File: src/rtl/semaforo_fsm.sv
// -----------------------------------------------------------------------------
// semaforo_fsm
//   Three-state Moore traffic-light controller (green / yellow / red).
//   Green leaves on a car request. Yellow is held for a fixed number of
//   cycles. Red leaves on an external timeout strobe.
//
//   Optional feature macro: SEMAFORO_INT_TIMER_EN
//     When defined, an internal 16-bit red-phase timer also ends the red
//     phase after VERMELHO_CYCLES cycles. TIMEOUT still forces an early exit.
//
// Parameters
//   AMARELO_CYCLES  : yellow hold length in cycles (1..255)
//   VERMELHO_CYCLES : red length for the internal timer (1..65535)
//
// Ports
//   clk      in   system clock, rising edge
//   res      in   asynchronous active-low reset
//   CAR      in   car-present request
//   TIMEOUT  in   red-phase-expired strobe
//   VERDE    out  green lamp
//   AMARELO  out  yellow lamp
//   VERMELHO out  red lamp
//   ESTADO   out  [1:0] current state code (debug)
// -----------------------------------------------------------------------------
module semaforo_fsm #(
  parameter int unsigned AMARELO_CYCLES  = 1,
  parameter int unsigned VERMELHO_CYCLES = 16
) (
  input  logic       clk,
  input  logic       res,
  input  logic       CAR,
  input  logic       TIMEOUT,
  output logic       VERDE,
  output logic       AMARELO,
  output logic       VERMELHO,
  output logic [1:0] ESTADO
);

  typedef enum logic [1:0] {
    ST_VERDE    = 2'b00,
    ST_AMARELO  = 2'b01,
    ST_VERMELHO = 2'b10,
    ST_ILLEGAL  = 2'b11
  } state_t;

  // Refuse to build with out-of-range timing parameters.
  if ((AMARELO_CYCLES < 32'd1) || (AMARELO_CYCLES > 32'd255)) begin : g_bad_amarelo
    $error("semaforo_fsm: AMARELO_CYCLES out of range 1..255");
  end
  if ((VERMELHO_CYCLES < 32'd1) || (VERMELHO_CYCLES > 32'd65535)) begin : g_bad_vermelho
    $error("semaforo_fsm: VERMELHO_CYCLES out of range 1..65535");
  end

  localparam logic [7:0] AMARELO_LAST = 8'(AMARELO_CYCLES - 32'd1);

  state_t     state_r;
  state_t     state_s;
  logic [7:0] amarelo_cnt_r;
  logic [7:0] amarelo_cnt_s;
  logic       red_exit_s;

`ifdef SEMAFORO_INT_TIMER_EN
  localparam logic [15:0] VERMELHO_LAST = 16'(VERMELHO_CYCLES - 32'd1);

  logic [15:0] vermelho_cnt_r;
  logic [15:0] vermelho_cnt_s;

  // Red-phase timer: zero outside red, so it is already clear on entry.
  always_comb begin
    vermelho_cnt_s = 16'd0;
    if (state_r == ST_VERMELHO) begin
      vermelho_cnt_s = vermelho_cnt_r + 16'd1;
    end else begin
      vermelho_cnt_s = 16'd0;
    end
  end

  // Red-phase timer register.
  always_ff @(posedge clk or negedge res) begin
    if (!res) begin
      vermelho_cnt_r <= 16'd0;
    end else begin
      vermelho_cnt_r <= vermelho_cnt_s;
    end
  end

  assign red_exit_s = TIMEOUT || (vermelho_cnt_r == VERMELHO_LAST);
`else
  assign red_exit_s = TIMEOUT;
`endif

  // Next-state and yellow-counter logic; counter is zero outside yellow.
  always_comb begin
    state_s       = state_r;
    amarelo_cnt_s = 8'd0;
    case (state_r)
      ST_VERDE: begin
        if (CAR) begin
          state_s = ST_AMARELO;
        end else begin
          state_s = ST_VERDE;
        end
      end
      ST_AMARELO: begin
        if (amarelo_cnt_r == AMARELO_LAST) begin
          state_s       = ST_VERMELHO;
          amarelo_cnt_s = 8'd0;
        end else begin
          state_s       = ST_AMARELO;
          amarelo_cnt_s = amarelo_cnt_r + 8'd1;
        end
      end
      ST_VERMELHO: begin
        if (red_exit_s) begin
          state_s = ST_VERDE;
        end else begin
          state_s = ST_VERMELHO;
        end
      end
      default: begin
        state_s = ST_VERDE;
      end
    endcase
  end

  // State and yellow-counter registers.
  always_ff @(posedge clk or negedge res) begin
    if (!res) begin
      state_r       <= ST_VERDE;
      amarelo_cnt_r <= 8'd0;
    end else begin
      state_r       <= state_s;
      amarelo_cnt_r <= amarelo_cnt_s;
    end
  end

  // Lamp decode from the state register only; the illegal code shows green
  // so the lamps stay one-hot until the recovery edge.
  always_comb begin
    VERDE    = 1'b0;
    AMARELO  = 1'b0;
    VERMELHO = 1'b0;
    case (state_r)
      ST_VERDE:    VERDE    = 1'b1;
      ST_AMARELO:  AMARELO  = 1'b1;
      ST_VERMELHO: VERMELHO = 1'b1;
      default:     VERDE    = 1'b1;
    endcase
  end

  assign ESTADO = state_r;

endmodule

File: config.mk
export PLATFORM = sky130hd
export DESIGN_NAME = semaforo_fsm
export DESIGN_NICKNAME = d
export VERILOG_FILES = /design/src/rtl/semaforo_fsm.sv
export SDC_FILE = /design/constraint.sdc
export NUM_CORES = 1
export LEC_CHECK = 0
export BUFFER_PORTS_ARGS = -buffer_cell sky130_fd_sc_hd__clkbuf_2
export CORE_MARGIN = 3
export CORE_UTILIZATION = 40
export DETAILED_ROUTE_END_ITERATION = 7
export GPL_TIMING_DRIVEN = 0
export SKIP_LAST_GASP = 1
export SLEW_MARGIN = 10
export SYNTH_ARGS = -nofsm -noshare
export SYNTH_HDL_FRONTEND = slang
export SYNTH_SLANG_ARGS = --single-unit
File: constraint.sdc
create_clock -name clk -period 1.1 [get_ports clk]
set_input_delay 0.055 -clock clk [delete_from_list [all_inputs] [get_ports clk]]
set_output_delay 0.055 -clock clk [all_outputs]
set_load 0.05 [all_outputs]
==> results <==
- The required time reported for the critical path endpoint is about 1.0 ns.
- The synthesis warning total is 0.
- The final reports fail on setup timing.
- The area of the mapped netlist is 533 sq um.
- The worst setup path is launched from a register.
- The final core utilization is 72.9%.
- Leaving out fill and tap cells, the most frequent cell in the layout is sky130_fd_sc_hd__buf_4.
- The net count of the mapped netlist is 64.
- Measured against its own limit, the worst slew margin works out to between 80% and 90%.
- The logic depth of the worst register-to-register path is 4.
- The number of violations reported at the end of detailed-routing iteration 0 is 11.
- For the worst-skew pair, the clock arrives at the later sink with an insertion delay of between 0.2 and 0.3 ns.
- Tracing the worst setup path back leads to its startpoint at ESTADO[1]$_DFF_PN0_.
- The post-route clock period utilization is 115%.
- The number of antenna violations at the first check in global routing was 0.
- The summed negative setup slack over all endpoints is -1.05 ns.
- The final hold slack is around 0.011 ns.
- After detailed routing, the number of remaining DRC violations is 0.
- The worst ir drop on vdd is 1.41 mV.
- The worst hold path begins at CAR.
- The slew at the pin closest to its max-slew limit is 0.278 ns.
- The fmax is 0.794 GHz.
- 9 I/O pins were placed.
- For this run, the total global-route usage over all layers was measured as 16.1%.
- The standard-cell row count is 12.
- The final setup slack of the worst path is -0.160 ns.
- The max-slew violation count came to 0.
- The setup-violating endpoint count in the final report is 11.
- The via density per instance is 5.28.
- The power density of the placed cells is 1930 mW/mm^2.
- The x dimension of the die is 42.5 microns.
- The number of distinct library cells after synthesis is 18.
- Detailed placement finished with a half-perimeter wire length of 695 microns.
- The wire length of the first global-routing pass is 2110 microns.
- The post-route netlist has 63.2% of its cells at a drive strength greater than 1.
- The count of buffers from port buffering is 8.
- The static power due to leakage is about 0.35 nW.
- In this run the worst path has a maximum fanout of 2.
- The region available for standard cell placement spans 0.00117 sq mm.
- The maximum clock path buffer count is 2.
- The time the final worst path needs with I/O delays and setup is 1.26 ns.
- The number of cells on the worst hold path is 3.
- The floorplan die area is 0.00181 sq mm.
- The buffer type at the clock tree root is sky130_fd_sc_hd__clkbuf_4.
- The worst register-to-register path begins at amarelo_cnt_r[1]$_DFF_PN0_.
- Summed over all layers, the global routing overflow is 0.
- On the final layout, the worst clock skew is 0.00140 ns.
- The net count of the finished layout is between 80 and 90.
- Dividing the detail-routed wire length by the instance count gives 14.9 microns.
- The initial cell density of the core is 45.5%.
- After clock tree synthesis, the clock-pin slew on the worst setup and hold paths is roughly 0.07 ns.
- The flow ran to the end, but the final reports show violations.
- In the layout the commonest cells are sky130_fd_sc_hd__buf_4 (7), sky130_fd_sc_hd__dfrtp_2 (6), sky130_fd_sc_hd__a21oi_2 (4), sky130_fd_sc_hd__dfrtp_1 (4), sky130_fd_sc_hd__buf_6 (4).
- CTS built an H-tree with a depth of 1.
- The total of flip-flops plus latches after synthesis is 10.
- The worst setup path is captured at an output port.
- The congestion estimate from routability-driven global placement came to 0.719.
- The number of filler instances in the final layout is 84.
- The total inserted antenna cells is 0.
- From synthesis to final layout, the design area changed by 60.1%.
- The data arrival time of the critical path is 1.21 ns.
- The kind of critical path is register to output port.
- Setup repair after global routing could not meet its margin everywhere.
- Across all layers, the routed design uses 475 vias.
- The setup slack of the worst register-to-register path is -0.11 ns.
- The via count of the first global-routing pass was 475.
- The pre-antenna-repair detailed-routing pass consisted of 4 iterations.
- Dividing the synthesized area by the synthesized cell count gives ~9.9 sq um.
- The share of the Yosys chip area taken by registers is between 40% and 50%.
- Clock tree synthesis inserted a total of 3 buffers.
- The tool flagged a number of max-cap violations equal to 0.
- The number of hold violations in the final report is 0.
- The endpoint identified for the worst register-to-register timing path is amarelo_cnt_r[6]$_DFF_PN0_.
- The count of clock tree sinks is 10.
- TritonCTS built the clock tree.
- The die is 42.5 microns tall.
- The endpoint of the worst hold path is ESTADO[0]$_DFF_PN0_.
- In this run the worst hold path is classified as input pin to register.
- The gate count after technology mapping is between 50 and 60.
- The maximum number of pins on one net before global-route repair is 11.
- In this run the remaining antenna-violating nets after routing total 0.
- The sum of routed wire length over all layers is approximately 1300 microns.
-- synthesized netlist by cell type (all sizes together) --
| master | count | area share [%] |
|---|---|---|
| dfrtp | 10 | 47 |
| inv | 7 | 4.9 |
| ha | 6 | 14 |
| a21oi | 5 | 5.4 |
| nor2 | 5 | 3.5 |
| nand3 | 4 | 3.8 |
| o21ai | 3 | 2.8 |
| or3 | 3 | 3.5 |
| nand2 | 2 | 1.4 |
| nand4 | 2 | 3.5 |
| xor2 | 2 | 3.3 |
| a31o | 1 | 1.6 |
| and2 | 1 | 1.2 |
| nand2b | 1 | 1.2 |
| nor4 | 1 | 1.2 |
| xnor2 | 1 | 1.6 |
-- layer usage --
metal | vias up | share of wire, % | global-route usage, %
li1 | 229 | - | -
met1 | 231 | 42 | 18.2
met2 | 12 | 52 | 28.9
met3 | 3 | 4.4 | 3.86
met4 | 0 | 1.0 | 5.59
met5 | - | 0 | 0
-- registers in the layout, indices dropped and copies added, names as in the netlist --
signal / count
ESTADO: 2
amarelo_cnt_r: 8
-- worst max path at each step --
stage	endpoint	slack [ns]	depth (start not counted)
2_1_floorplan	amarelo_cnt_r[5]$_DFF_PN0_	-0.22	5
3_3_place_gp	ESTADO[0]$_DFF_PN0_	-0.27	3
3_5_place_dp	amarelo_cnt_r[6]$_DFF_PN0_	-0.26	3
4_1_cts	VERDE	-0.16	4
5_1_grt	VERDE	-0.20	4
6_report	VERDE	-0.16	4
-- worst max-delay path: stages (launching register included) --
cell and delay (ns):
sky130_fd_sc_hd__dfrtp_2 0.39, sky130_fd_sc_hd__inv_4 0.05, sky130_fd_sc_hd__ha_4 0.27, sky130_fd_sc_hd__clkinvlp_4 0.08, sky130_fd_sc_hd__buf_8 0.15
-- kinds of logic (layout without fill, tap and decap cells) --
kind of cell	after synthesis	after routing	synth area share, %
compound gates	9	9	9.86
xor+xnor	3	3	4.93
fa+ha+maj	6	6	14.1
buf+inv	7	29	4.93
flops	10	10	46.9
simple gates	19	19	19.3
-- stage by stage --
step | setup slack (ns) | total power [mW] | cell area [sq um] | std cells
2_1_floorplan | -0.222 | 0.941 | 567 | 54
3_3_place_gp | -0.269 | 1.03 | 624 | 76
3_5_place_dp | -0.260 | 1.03 | 624 | 76
4_1_cts | -0.157 | 1.55 | 797 | 87
5_1_grt | -0.201 | 1.72 | 853 | 90
6_report | -0.160 | 1.65 | 853 | 90
-- area by class of cell --
cell class                      count  area (sq um)  area share (%)
Clock buffer                        4          36.3            4.25
Multi-Input combinational cell     37           342            40.0
Timing Repair Buffer               18           168            19.6
Sequential cell                    10           258            30.2
Tap cell                           14          17.5            2.05
Inverter                            7          32.5            3.81
-- power by group --
group	switching [mW]	total, mW	internal (mW)
clock	0.133	0.334	0.201
combinational	0.520	0.886	0.366
sequential	0.0270	0.427	0.400
total	0.680	1.65	0.967
-- repair_timing --
item,4_1_cts,5_1_grt
gates resized for setup,20,17
endpoints found under the setup margin,11,13
hold buffers,1,0
pin swaps,10,3
buffers inserted,6,3
hold endpoints to repair,10,0
gates cloned,0,0
(Power assumes the default switching activity.)
